**config.mk**
```make
export PLATFORM = sky130hd
export DESIGN_NAME = instr_fetch
export DESIGN_NICKNAME = d
export VERILOG_FILES = /design/src/rtl/cu_pkg.sv /design/src/rtl/pc_reg.sv /design/src/rtl/instr_fetch.sv
export SDC_FILE = /design/constraint.sdc
export NUM_CORES = 1
export LEC_CHECK = 0
export BUFFER_PORTS_ARGS = -buffer_cell sky130_fd_sc_hd__buf_2
export CAP_MARGIN = 30
export CELL_PAD_IN_SITES_DETAIL_PLACEMENT = 1
export CELL_PAD_IN_SITES_GLOBAL_PLACEMENT = 2
export CORE_UTILIZATION = 31
export DETAILED_ROUTE_END_ITERATION = 6
export GPL_ROUTABILITY_DRIVEN = 0
export HOLD_SLACK_MARGIN = 0.06
export PLACE_DENSITY_LB_ADDON = 0.2
export SYNTH_ARGS = -nofsm -noshare
export SYNTH_HDL_FRONTEND = slang
export SYNTH_SLANG_ARGS = --single-unit
```
**constraint.sdc**
```tcl
create_clock -name clk -period 2.05 [get_ports clk]
set_input_delay 0.3075 -clock clk [delete_from_list [all_inputs] [get_ports clk]]
set_output_delay 0.3075 -clock clk [all_outputs]
set_load 0.05 [all_outputs]
```
**src/rtl/cu_pkg.sv**
```systemverilog
// -----------------------------------------------------------------------------
// cu_pkg
// Definitions shared by the instruction fetch stage and the control unit:
//   - fmt_e         : instruction format codes carried in if_instr[27:26]
//   - *_MSB/*_LSB   : bit positions of the decoded instruction fields
//   - fetch_state_e : fetch FSM states
//   - RESET_PC      : first fetch address after reset
// -----------------------------------------------------------------------------
package cu_pkg;

    typedef enum logic [1:0] {
        FMT_ALU = 2'b00,
        FMT_LS  = 2'b01,
        FMT_BR  = 2'b10
    } fmt_e;

    localparam int COND_MSB = 31;
    localparam int COND_LSB = 28;
    localparam int FMT_MSB  = 27;
    localparam int FMT_LSB  = 26;
    localparam int CTRL_MSB = 25;
    localparam int CTRL_LSB = 21;
    localparam int SETC_BIT = 20;

    typedef enum logic [1:0] {
        IDLE  = 2'd0,
        FETCH = 2'd1,
        FULL  = 2'd2,
        DROP  = 2'd3
    } fetch_state_e;

    localparam logic [31:0] RESET_PC = 32'h0000_0000;

endpackage

```
**src/rtl/pc_reg.sv**
```systemverilog
// -----------------------------------------------------------------------------
// pc_reg
// Program counter: holds, increments by one word, or loads a redirect target.
// Redirect has priority over increment. Arithmetic wraps modulo 2^32 and the
// two low bits are always zero.
//   clk, rst_n   : clock, asynchronous active-low reset (pc -> RESET_PC)
//   inc_i        : advance pc by 4
//   redirect_i   : load target_i (low two bits cleared)
//   target_i     : redirect address
//   pc_o         : current program counter
// -----------------------------------------------------------------------------
module pc_reg
    import cu_pkg::*;
(
    input  logic        clk,
    input  logic        rst_n,
    input  logic        inc_i,
    input  logic        redirect_i,
    input  logic [31:0] target_i,
    output logic [31:0] pc_o
);

    logic [31:0] pc_q;
    logic [31:0] pc_d;

    always_comb begin
        pc_d = pc_q;
        if (redirect_i) begin
            pc_d = target_i & 32'hFFFF_FFFC;
        end else if (inc_i) begin
            pc_d = pc_q + 32'd4;
        end
    end

    // NOTE: state registers use non-blocking assignments so every flop samples
    // the pre-edge values of the others, regardless of process ordering.
    always_ff @(posedge clk or negedge rst_n) begin
        if (!rst_n) begin
            pc_q <= RESET_PC;
        end else begin
            pc_q <= pc_d;
        end
    end

    assign pc_o = pc_q;

endmodule

```
**src/rtl/instr_fetch.sv**
```systemverilog
// -----------------------------------------------------------------------------
// instr_fetch
// Single-entry instruction fetch stage. Requests the word at pc from
// instruction memory, holds the returned instruction for the decode stage
// until it is accepted, and handles branch redirects, including a redirect
// that arrives while a request is still outstanding (the late response is
// dropped).
//   clk, rst_n             : clock, asynchronous active-low reset
//   imem_req/imem_addr     : memory read request and word address
//   imem_ack/imem_rdata    : memory response
//   id_ready               : decode accepts the held instruction
//   br_taken/br_target     : redirect request and address
//   if_valid/if_instr/if_pc: held instruction and its address
//   if_condition/if_format/if_controls/if_set_cond : field slices of if_instr
// -----------------------------------------------------------------------------
module instr_fetch
    import cu_pkg::*;
(
    input  logic        clk,
    input  logic        rst_n,
    output logic        imem_req,
    output logic [31:0] imem_addr,
    input  logic        imem_ack,
    input  logic [31:0] imem_rdata,
    input  logic        id_ready,
    input  logic        br_taken,
    input  logic [31:0] br_target,
    output logic        if_valid,
    output logic [31:0] if_instr,
    output logic [31:0] if_pc,
    output logic [3:0]  if_condition,
    output logic [1:0]  if_format,
    output logic [4:0]  if_controls,
    output logic        if_set_cond
);

    fetch_state_e state_q, state_d;
    logic [31:0]  pc;
    logic         pc_inc;
    logic         pc_redirect;
    // Address of the request still in flight while in DROP; pc already
    // points at the redirect target by then.
    logic [31:0]  drop_addr_q, drop_addr_d;
    logic [31:0]  if_instr_q, if_instr_d;
    logic [31:0]  if_pc_q, if_pc_d;

    pc_reg u_pc_reg (
        .clk        (clk),
        .rst_n      (rst_n),
        .inc_i      (pc_inc),
        .redirect_i (pc_redirect),
        .target_i   (br_target),
        .pc_o       (pc)
    );

    // NOTE: every signal driven here gets a default first, so no path leaves
    // a value unassigned and no latch is inferred.
    always_comb begin
        state_d     = state_q;
        pc_inc      = 1'b0;
        pc_redirect = 1'b0;
        drop_addr_d = drop_addr_q;
        if_instr_d  = if_instr_q;
        if_pc_d     = if_pc_q;

        case (state_q)
            IDLE: begin
                state_d = FETCH;
            end
            FETCH: begin
                if (imem_ack && !br_taken) begin
                    if_instr_d = imem_rdata;
                    if_pc_d    = pc;
                    pc_inc     = 1'b1;
                    state_d    = FULL;
                end else if (imem_ack) begin
                    // Response belongs to the wrong path; reissue at target.
                    pc_redirect = 1'b1;
                end else if (br_taken) begin
                    pc_redirect = 1'b1;
                    drop_addr_d = pc;
                    state_d     = DROP;
                end
            end
            DROP: begin
                // Later redirects just replace the target; the old request
                // is still the one on the bus.
                pc_redirect = br_taken;
                if (imem_ack) begin
                    state_d = FETCH;
                end
            end
            FULL: begin
                if (br_taken) begin
                    pc_redirect = 1'b1;
                    state_d     = FETCH;
                end else if (id_ready) begin
                    state_d = FETCH;
                end
            end
            default: begin
                state_d = IDLE;
            end
        endcase
    end

    always_ff @(posedge clk or negedge rst_n) begin
        if (!rst_n) begin
            state_q     <= IDLE;
            drop_addr_q <= RESET_PC;
            if_instr_q  <= 32'h0;
            if_pc_q     <= 32'h0;
        end else begin
            state_q     <= state_d;
            drop_addr_q <= drop_addr_d;
            if_instr_q  <= if_instr_d;
            if_pc_q     <= if_pc_d;
        end
    end

    assign imem_req     = (state_q == FETCH) || (state_q == DROP);
    assign imem_addr    = (state_q == DROP) ? drop_addr_q : pc;
    assign if_valid     = (state_q == FULL);
    assign if_instr     = if_instr_q;
    assign if_pc        = if_pc_q;
    assign if_condition = if_instr_q[COND_MSB:COND_LSB];
    assign if_format    = if_instr_q[FMT_MSB:FMT_LSB];
    assign if_controls  = if_instr_q[CTRL_MSB:CTRL_LSB];
    assign if_set_cond  = if_instr_q[SETC_BIT];

endmodule

```
# Yosys cells after proc, flatten, opt, wreduce, memory -nomap -nowiden
# Cells that the tools add are included.
dict set report word_totals {
  regBits 130
  inputBits 69
  out_inout_bits 110
  wordCells 39
}
dict set report classes {
  n_addsub 1
  n_eq_ne 7
  mux 16
  bitwise_logic 2
  n_reduce_logical 8
}
# operator count
set op_table {}
lappend op_table {{$mux W32} 3}
lappend op_table {{$add A32 B3 Y32 const B} 1}
lappend op_table {{$mux W2} 6}
lappend op_table {{$ne A3 B3 Y1 const B} 3}
lappend op_table {{$pmux W2 S4} 1}
lappend op_table {{$reduce_and A4 Y1} 2}
lappend op_table {{$mux W1} 5}
lappend op_table {{$eq A2 B2 Y1 const B} 2}
lappend op_table {{$pmux W1 S3} 1}
lappend op_table {{$eq A2 B1 Y1 const B} 1}
lappend op_table {{$logic_not A2 Y1} 1}
lappend op_table {{$ne A2 B2 Y1 const B} 1}
lappend op_table {{$not A1 Y1} 2}
lappend op_table {{$reduce_and A2 Y1} 1}
lappend op_table {{$reduce_bool A2 Y1} 1}
lappend op_table {{$logic_and A1 B1 Y1} 1}
lappend op_table {{$logic_not A1 Y1} 1}
lappend op_table {{$logic_or A1 B1 Y1} 1}

# Depth between registers and ports, before layout
# Gate-level depths: netlist of run 1.
dict set report depth {
  depth_word 6
  mapped_depth 8
  ltp_nobuf 6
}

# Cells and area by module
# A second synthesis of run 1 with hierarchy kept.
dict set report hier_totals {
  cells_unflattened 455
  hier_area_um2 5914.4
}
# module instances cells_per_inst area_per_inst_um2 seq_area_each_um2
set modules_own_cells {}
lappend modules_own_cells {instr_fetch 1 263 4185.3 2452.4}
lappend modules_own_cells {pc_reg 1 192 1729.2 750.7}

# Worst setup path before layout of run 1
# OpenSTA, ideal clock, no wires.
dict set report synth_path {
  kind {register to output}
  from {register state_q[0]}
  to {output port imem_addr[10]}
  arrival_time_ns 1.539
  t_required_ns 1.742
  slack_ns 0.203
  path_stages_with_launch 5
  path_buffers 2
  path_cell_list {dfrtp_1 > clkbuf_1 > nand2_1 > clkbuf_1 > mux2_2}
}
dict set report synth_via {
  elab_chain_len 2
}
# item line
set synth_rtl {}
lappend synth_rtl {{start: declaration} instr_fetch.sv:37} ;# fetch_state_e state_q, state_d;
lappend synth_rtl {{start signal: assignment} instr_fetch.sv:114} ;# state_q <= state_d;
lappend synth_rtl {{$eq A2 B2 Y1} instr_fetch.sv:122} ;# assign imem_addr = (state_q == DROP) ? drop_addr_q : pc;
lappend synth_rtl {{$mux W32} instr_fetch.sv:122}
lappend synth_rtl {{end: declaration} instr_fetch.sv:22} ;# output logic [31:0] imem_addr,
# No other way between the ends.

# Worst setup path after layout of run 1
dict set report layout_path {
  from {register state_q[1]}
  to {output port imem_addr[30]}
}
# Same word-level chain as after synthesis.

==> results of run 1 <==
[cells in the mapped netlist (6+ instances only)]
| library cell | number |
|---|---|
| sky130_fd_sc_hd__nand2_1 | 216 |
| sky130_fd_sc_hd__dfrtp_1 | 124 |
| sky130_fd_sc_hd__mux2_2 | 60 |
| sky130_fd_sc_hd__nor2_1 | 24 |
| sky130_fd_sc_hd__nand3_1 | 19 |
| sky130_fd_sc_hd__buf_4 | 16 |
| sky130_fd_sc_hd__o21ai_0 | 16 |
| sky130_fd_sc_hd__clkbuf_1 | 15 |
| sky130_fd_sc_hd__buf_2 | 14 |
| sky130_fd_sc_hd__a21oi_1 | 10 |
| sky130_fd_sc_hd__buf_1 | 8 |
| sky130_fd_sc_hd__nor3_1 | 8 |
| sky130_fd_sc_hd__nand4_1 | 7 |
| sky130_fd_sc_hd__xor2_1 | 7 |
| sky130_fd_sc_hd__a221o_1 | 6 |
| sky130_fd_sc_hd__o211ai_1 | 6 |
[tightest hold or removal path: stages]
cell	delay, ns
sky130_fd_sc_hd__buf_2	0.07
sky130_fd_sc_hd__nand2_1	0.04
sky130_fd_sc_hd__nand2_1	0.04
[cells by family after synthesis]
kind of cell               count (synthesis)  share of synthesized area (%)
AOI/OAI and AO/OA                         55                           6.39
adders and majority gates                  1                          0.211
DFF                                      124                           52.3
buffers and inverters                     60                           5.36
and+or+nand+nor                          300                           22.9
xor gates and xnor gates                   8                           1.18
muxes                                     61                           11.6
other                                      1                         0.0632
[registers in the layout, summed over array words and instances, names as in the netlist]
signal and count:
u_pc_reg.pc_o 30, if_pc 30, state_q 2, drop_addr_q 30, if_instr 32
[power breakdown]
part | internal, uW | total, uW | switching [uW]
clock | 1930 | 2990 | 1060
sequential | 3170 | 3640 | 471
combinational | 1800 | 5420 | 3610
[stage by stage]
| stage | instance area, um2 | hold slack (ns) | power (uW) |
|---|---|---|---|
| after CTS | 8210 | 0.0621 | 12100 |
| final | 8320 | 0.0790 | 12000 |
| after global placement | 7180 | 0.282 | 8290 |
| after detailed placement | 7180 | 0.285 | 8410 |
| after global routing | 8320 | 0.0711 | 12600 |
| after floorplan | 5940 | 0.0119 | 7270 |
[final cells by class]
| type | instances | area share (%) |
|---|---|---|
| clock buffer | 23 | 5.50 |
| clock inverter | 8 | 1.41 |
| inverter | 5 | 0.226 |
| multi-input combinational | 429 | 31.8 |
| sequential | 124 | 37.3 |
| tap | 234 | 3.52 |
| timing repair buffer | 228 | 20.2 |
[what timing repair did]
item	4_1_cts	5_1_grt
pin swaps	0	1
gates cloned	3	0
setup endpoints to repair	30	37
hold endpoints to repair	44	0
gates resized for setup	101	17
hold buffers	2	0
buffers inserted	3	6
[routing by layer]
metal	vias up	GRT usage, %
li1	2422	-
met1	2619	26.0
met2	145	32.8
met3	25	4.21
met4	2	7.11
met5	-	0
[layout by cell type, fill, tap and decap left out, types with 3 or more instances in the layout]
cell type	synthesis	routed
sky130_fd_sc_hd__a221o_1	6	6
sky130_fd_sc_hd__mux2_4	0	26
sky130_fd_sc_hd__clkbuf_16	0	17
sky130_fd_sc_hd__clkinv_2	0	4
sky130_fd_sc_hd__bufinv_16	0	3
sky130_fd_sc_hd__xor2_1	7	7
sky130_fd_sc_hd__nand3_1	19	19
sky130_fd_sc_hd__and3_1	5	5
sky130_fd_sc_hd__buf_16	0	3
sky130_fd_sc_hd__buf_8	0	23
sky130_fd_sc_hd__o21ai_0	16	15
sky130_fd_sc_hd__nor4_1	4	3
sky130_fd_sc_hd__conb_1	1	4
sky130_fd_sc_hd__nand2_1	216	215
sky130_fd_sc_hd__a311oi_1	4	4
sky130_fd_sc_hd__dfrtp_1	124	123
sky130_fd_sc_hd__nor3_1	8	8
sky130_fd_sc_hd__a22oi_1	3	3
sky130_fd_sc_hd__o211ai_1	6	6
sky130_fd_sc_hd__buf_6	2	9
sky130_fd_sc_hd__buf_4	16	46
sky130_fd_sc_hd__clkbuf_1	15	5
sky130_fd_sc_hd__buf_12	0	4
sky130_fd_sc_hd__inv_1	5	5
sky130_fd_sc_hd__nor2_1	24	23
sky130_fd_sc_hd__a21oi_1	10	10
sky130_fd_sc_hd__buf_2	14	141
sky130_fd_sc_hd__mux2_2	60	34
sky130_fd_sc_hd__nand4_1	7	7
[worst max-delay path by stage]
stage	from	to	slack (ns)	cells past startpoint
3_3_place_gp	br_taken	u_pc_reg.pc_o[16]$_DFFE_PN0P_	0.11	6
2_1_floorplan	state_q[0]$_DFFE_PN0P_	imem_addr[10]	0.20	4
6_report	state_q[1]$_DFFE_PN0P_	imem_addr[30]	0.02	5
4_1_cts	state_q[1]$_DFFE_PN0P_	imem_addr[25]	-0.02	5
3_5_place_dp	br_taken	u_pc_reg.pc_o[16]$_DFFE_PN0P_	0.07	6
5_1_grt	state_q[1]$_DFFE_PN0P_	imem_addr[30]	-0.04	5
==> metrics.sh, run 1 <==
STATUS='finished clean'
FIN_UTIL_PCT=44.5
CRITPATHARRIVALTIME_NS=1.73
IO-PIN-COUNT=179
PLACEABLECOREAREA_UM2=18700
CRITPATHMAXSTAGEDELAY_NS=0.38
WORST-PATH-BUF-INV=3
DIE_H_UM=140
PRE_CTS_SLACK_NS=0.0707
MULTI_INPUT_GATE_AREA_IN_THE_FINAL_LAYOUT_UM2=2650
GROUTE.USAGE.OVERALL_PCT=20.0
LARGEST_AREA_CONTRIBUTOR_IN_THE_SYNTHESIZED_NETLIST='sky130_fd_sc_hd__dfrtp_1'
GRT_OVERFLOW=0
TRITONCTS='done'
CTSROOTBUFFERMASTER='sky130_fd_sc_hd__clkbuf_16'
WORSTPATHMAXFANOUT=8
PERIOD_NEEDED_NS=2.03
CPMOSTUSEDCELL='sky130_fd_sc_hd__buf_6'
FINAL.PERIOD_UTILIZATION_PCT=99.2
YOSYS-TOP-CELLS-AREA='sky130_fd_sc_hd__dfrtp_1 52%, sky130_fd_sc_hd__nand2_1 14%, sky130_fd_sc_hd__mux2_2 11%'
CLK_PATH_BUF_DEPTH=2
HIGHEST-SIGNAL-LAYER='met5'
CRITICAL_PATH.REG2REG.STARTPOINT='state_q[1]$_DFFE_PN0P_'
SYNTH.LIB_CELLS_USED.DISTINCT=46
DETAILEDROUTE.FIRSTPASSITERATIONCOUNT=4
GRT_PASS1_VIAS=5531
HOLD_PATH.CLASS='input pin to register'
CLOCK_LATENCY_NS=0.42
CRIT-REG2REG-CAPTURE='drop_addr_q[29]$_DFFE_PN0P_'
REPORT.FINAL.SLEW_VIOL_COUNT=0
SYNTH_ENABLE_FLOP_CELLS=0
MET3_LENGTH_UM=734
DIE_W_UM=140
CRITPATHTOPFAMILY='buffers and inverters'
PLACEMENT.IO_BUFFERS=172
ROUTED_VIA_DENSITY=4.96
CRITICALPATHCATEGORY='register to output pin'
DRCVIOLATIONCOUNT=0
FINAL.SETUP_SKEW_NS=0.00751
R2R_SLACK_NS=0.15
PIN_COUNT_OF_THE_BIGGEST_NET_ENTERING_GLOBAL_ROUTING=72
SETUP.WORST_PATH.START_CLASS='register'
DR_TOTAL_VIAS=5213
ASYNC_RESET_FF_SHARE_PCT=100
REGAREA_UM2=3100
WL_PER_CELL_UM=17.7
SYNTH_TOP_AREA_SHARE_PCT=52.3
POSTSYNTH.TOPFLOPCELL='sky130_fd_sc_hd__dfrtp_1'
TRITONCTS_NUM_SINKS=124
ANTENNA_FOUND_INITIAL=1
RSZ0062_AT_GRT='true'
WL_MET1_MM=8.54
CTS_MAX_LEVEL=4
INSERTED_DIODES=0
DP.CELLS=1006
DRT_ITER0_MARKERS=193
FINAL_ANTENNA_NET_COUNT=0
WORST-ENDPOINT-REQUIRED_NS=1.74
POSTROUTEWIRELENGTH_MM=18.7
FMAXACHIEVABLE_MHz=492
ROWS=50
YOSYS_WARNINGS=0
WORST_R2R_PATH_DEPTH=7
PLACE_HPWL_MM=12.6
NUMBER_OF_BUFFERS_CREATED_BY_CTS=17
SYNTHESIS.AREA_PER_INSTANCE_UM2=9.72
GRT_FIRST_PASS_WIRELENGTH_MM=30.2
SYNTH.YOSYS.SEQ_AREA_SHARE_PCT=52.3
SYNTH_INSTANCES=610
TIMING_HOLD_VIOLATIONS_FINAL=0
CTS.REPORTEDPATHS.CLKPINSLEW_NS=0.05
FLOORPLAN.DIE_AREA_UM2=19700
WHS_ENDPOINT='if_instr[9]$_DFFE_PN0P_'
WORSTHOLDPATHCELLS=3
N_FILL_CELL=2156
PWR_DENSITY_CELL_nW_PER_UM2=1450
SYNTH-SEQ-CELLS=124
CPMAXSTAGEDELAYCELL='sky130_fd_sc_hd__dfrtp_1'
AREA_GROW_SYN2LAYOUT_PCT=40.3
CRITICAL_PATH.ENDPOINT_TYPE='output pin'
START_UTIL_PCT=31.7
FINALSETUPVIOLATIONS=0
LEAKAGE_uW=0.00424
SETUP_TOTAL_NEGATIVE_SLACK_NS=0
MET2_ROUTED_WL_MM=9.09
SYNTHESIZED_AREA_UM2=5930
LAYOUT-DRIVE-GT1-SHARE_PCT=40.0
CRITICAL_PATH_CELL_BY_CELL='buf_6 -> nand2_8 -> buf_12 -> mux2_2 -> buf_6'
CAP_VIOL_MAX_COUNT=0
IRDROPWORSTVDD_mV=0.651
TIMING.HOLD.WORST.START='imem_rdata[9]'
FINAL_CRITICAL_PATH_SETUP_SLACK_NS=0.0171
NETS=875
FINISH.CELL_COUNT_WITHOUT_FILLERS=1051
Note: power is estimated with default switching activity, not from simulation.
==> inputs of run 2 (changes only) <==
--- a/config.mk
+++ b/config.mk
@@ -5,15 +5,16 @@
 export SDC_FILE = /design/constraint.sdc
 export NUM_CORES = 1
 export LEC_CHECK = 0
+export ABC_AREA = 1
 export BUFFER_PORTS_ARGS = -buffer_cell sky130_fd_sc_hd__buf_2
 export CAP_MARGIN = 30
 export CELL_PAD_IN_SITES_DETAIL_PLACEMENT = 1
 export CELL_PAD_IN_SITES_GLOBAL_PLACEMENT = 2
-export CORE_UTILIZATION = 31
+export CORE_UTILIZATION = 29
 export DETAILED_ROUTE_END_ITERATION = 6
 export GPL_ROUTABILITY_DRIVEN = 0
 export HOLD_SLACK_MARGIN = 0.06
-export PLACE_DENSITY_LB_ADDON = 0.2
+export PLACE_DENSITY_LB_ADDON = 0.1
 export SYNTH_ARGS = -nofsm -noshare
 export SYNTH_HDL_FRONTEND = slang
 export SYNTH_SLANG_ARGS = --single-unit
==> metrics.sh, run 2 <==
PLACEDINSTANCEAREA_UM2=7180
HIGHEST-SIGNAL-LAYER='met4'
SYNTH-SEQ-CELLS=124
DETAILEDROUTE.FIRSTPASSITERATIONCOUNT=4
ROWS=52
FINALSETUPVIOLATIONS=14
IO-PIN-COUNT=179
DRCVIOLATIONCOUNT=0
SYNTH.LIB_CELLS_USED.DISTINCT=34
CAP_VIOL_MAX_COUNT=0
MET3_LENGTH_UM=726
SYNTHESIZED_AREA_UM2=6010
TIMING_HOLD_VIOLATIONS_FINAL=0
MET2_ROUTED_WL_MM=9.58
LARGEST_REG_FLOPS=32
SETUP_TOTAL_NEGATIVE_SLACK_NS=-0.106
PLACEMENT.IO_BUFFERS=172
DRT_ITER0_MARKERS=216
N_FILL_CELL=2496
REPORT.FINAL.SLEW_VIOL_COUNT=0
FLOORPLAN.DIE_AREA_UM2=21300
DR_TOTAL_VIAS=5696
PLACE_HPWL_MM=13.3
FINALHOLDWORSTSLACK_NS=0.0840
FINAL.PERIOD_UTILIZATION_PCT=102
WORSTPATHMAXFANOUT=15
FMAXACHIEVABLE_MHz=480
WORST_R2R_PATH_DEPTH=7
MAX_SLEW.WORST_PIN.SLEW_NS=0.580
DESIGN_AREA_UM2=8290
SETUP.WORST_PATH.START_CLASS='register'
STATUS='finished with violations'
SYNTH_INSTANCES=774
FAILED_CHECKS='setup timing'
LAYOUT-DRIVE-GT1-SHARE_PCT=29.8
DIE_H_UM=146
MOSTFREQUENTLAYOUTCELL='sky130_fd_sc_hd__nand2_1'
CLOCK_LATENCY_NS=0.41
YOSYS_WARNINGS=0
FINISH.CELL_COUNT_WITHOUT_FILLERS=1225
CTS_MAX_LEVEL=4
DP.CELLS=1183
SLEW_LIMIT_HEADROOM_PCT=61.3
SYNTH.YOSYS.SEQ_AREA_SHARE_PCT=51.6
AREA_GROW_SYN2LAYOUT_PCT=37.9
PLACEABLECOREAREA_UM2=20300
GRT_OVERFLOW=0
PIN_COUNT_OF_THE_BIGGEST_NET_ENTERING_GLOBAL_ROUTING=93
SYNTH.MOST_COMMON_CELL='sky130_fd_sc_hd__nand2_1'
CTSROOTBUFFERMASTER='sky130_fd_sc_hd__clkbuf_16'
START_UTIL_PCT=29.6
CLK_PATH_BUF_DEPTH=2
FINAL.SETUP_SKEW_NS=0.00619
LARGEST_AREA_CONTRIBUTOR_IN_THE_SYNTHESIZED_NETLIST='sky130_fd_sc_hd__dfrtp_1'
TRITONCTS='done'
HOLD_PATH.CLASS='input pin to register'
GROUTE.USAGE.OVERALL_PCT=18.2
FINAL_ANTENNA_NET_COUNT=0
FINAL_CRITICAL_PATH_SETUP_SLACK_NS=-0.0328
RSZ0062_AT_GRT='true'
YOSYS-TOP-CELLS-AREA='sky130_fd_sc_hd__dfrtp_1 52%, sky130_fd_sc_hd__nand2_1 19%, sky130_fd_sc_hd__o21ai_0 8.9%'
SYNTHESIS.AREA_PER_INSTANCE_UM2=7.77
ANTENNA_FOUND_INITIAL=1
CRITPATHARRIVALTIME_NS=1.78
PERIOD_NEEDED_NS=2.08
CRITICAL_PATH.ENDPOINT_TYPE='output pin'
WL_MET1_MM=9.38
SYNTH_TOP_AREA_SHARE_PCT=51.6
GRT_FIRST_PASS_WIRELENGTH_MM=30.9
POSTROUTEWIRELENGTH_MM=19.9
NETS=1012
POSTSYNTH.TOPFLOPCELL='sky130_fd_sc_hd__dfrtp_1'
WL_PER_CELL_UM=16.2
WORSTHOLDPATHCELLS=3
MOST_USED_CELLS_IN_THE_LAYOUT_EXCLUDING_FILL_AND_TAP_CELLS='296 x sky130_fd_sc_hd__nand2_1, 141 x sky130_fd_sc_hd__buf_2, 122 x sky130_fd_sc_hd__dfrtp_1'
GRT_PASS1_VIAS=5898
WORST-ENDPOINT-REQUIRED_NS=1.74
ASYNC_RESET_FF_SHARE_PCT=100
SYNTH_ENABLE_FLOP_CELLS=0
ROUTED_VIA_DENSITY=4.65
NUMBER_OF_BUFFERS_CREATED_BY_CTS=17
DIE_W_UM=146
CTS.REPORTEDPATHS.CLKPINSLEW_NS=0.06
TRITONCTS_NUM_SINKS=124
SYNTH_COMMONEST_CELLS='303 x sky130_fd_sc_hd__nand2_1, 124 x sky130_fd_sc_hd__dfrtp_1, 107 x sky130_fd_sc_hd__o21ai_0'
CRITICALPATHCATEGORY='register to output pin'
[run 2: changes by cell type after synthesis, sizes merged, moves of 5 or more]
cell,before,now
nand3,20,29
nand2,217,307
a221o,6,0
mux2,60,0
nor2,24,59
and3,5,0
buf,40,32
a21oi,10,5
inv,5,48
o21ai,16,111
nor3,9,2
[run 2: repair_timing]
item	4_1_cts	5_1_grt
endpoints found under the setup margin	28	30
gates resized for setup	31	102
hold endpoints to repair	50	0
buffers inserted	0	4
hold buffers	1	0
cloned	0	5
[run 2: critical path, cell delays in order (launching register included)]
cell	delay, ns
sky130_fd_sc_hd__dfrtp_2	0.43
sky130_fd_sc_hd__nand2_2	0.10
sky130_fd_sc_hd__clkinvlp_4	0.12
sky130_fd_sc_hd__buf_12	0.17
sky130_fd_sc_hd__buf_12	0.17
sky130_fd_sc_hd__o21ai_2	0.17
sky130_fd_sc_hd__buf_6	0.18
[run 2: worst paths after layout]
path	to	slack (ns)	start
max reg2reg	u_pc_reg.pc_o[7]$_DFFE_PN0P_	0.23	state_q[1]$_DFFE_PN0P_
max in group asynchronous	if_instr[2]$_DFFE_PN0P_	1.03	rst_n
max	imem_addr[16]	-0.03	state_q[0]$_DFFE_PN0P_
min	if_instr[17]$_DFFE_PN0P_	0.08	imem_rdata[17]
min in group asynchronous	state_q[1]$_DFFE_PN0P_	0.44	rst_n
min reg2reg	if_instr[9]$_DFFE_PN0P_	0.48	if_instr[9]$_DFFE_PN0P_
[run 2: cell type report]
cell class	instances	area [um2]	area share (%)
timing repair buffer	197	1430	17.3
tap	270	338	4.08
clock buffer	17	425	5.13
multi-input combinational	552	2620	31.6
clock inverter	14	171	2.07
inverter	50	193	2.32
sequential	124	3110	37.5
antenna	1	2.50	0.0302
[run 2: through the flow]
stage / utilization (%) / setup slack (ns)
finish: 40.8 / -0.0328
global route: 40.8 / -0.0983
CTS: 38.7 / -0.00709
detailed placement: 35.4 / 0.259
global placement: 35.4 / 0.302
floorplan: - / -0.167
[run 2: cells by family (layout without fill, tap and decap cells)]
group / count (synthesis) / in the layout / synth area share, %
adders and majority gates: 1 / 1 / 0.208
buffers and inverters: 101 / 278 / 7.93
and+or+nand+nor: 411 / 411 / 28.0
other: 1 / 5 / 0.0624
xor gates and xnor gates: 4 / 4 / 0.583
DFF: 124 / 124 / 51.6
AOI/OAI and AO/OA: 132 / 132 / 11.6
[run 2: per-layer routing]
metal	up-vias	GRT usage, %
met4	0	5.42
met1	2768	24.1
met3	15	3.95
li1	2798	-
met5	-	0
met2	115	29.9
Power of run 2 is not shown: default switching activity piles up to over one toggle a cycle in this logic, so the estimate is an artifact.
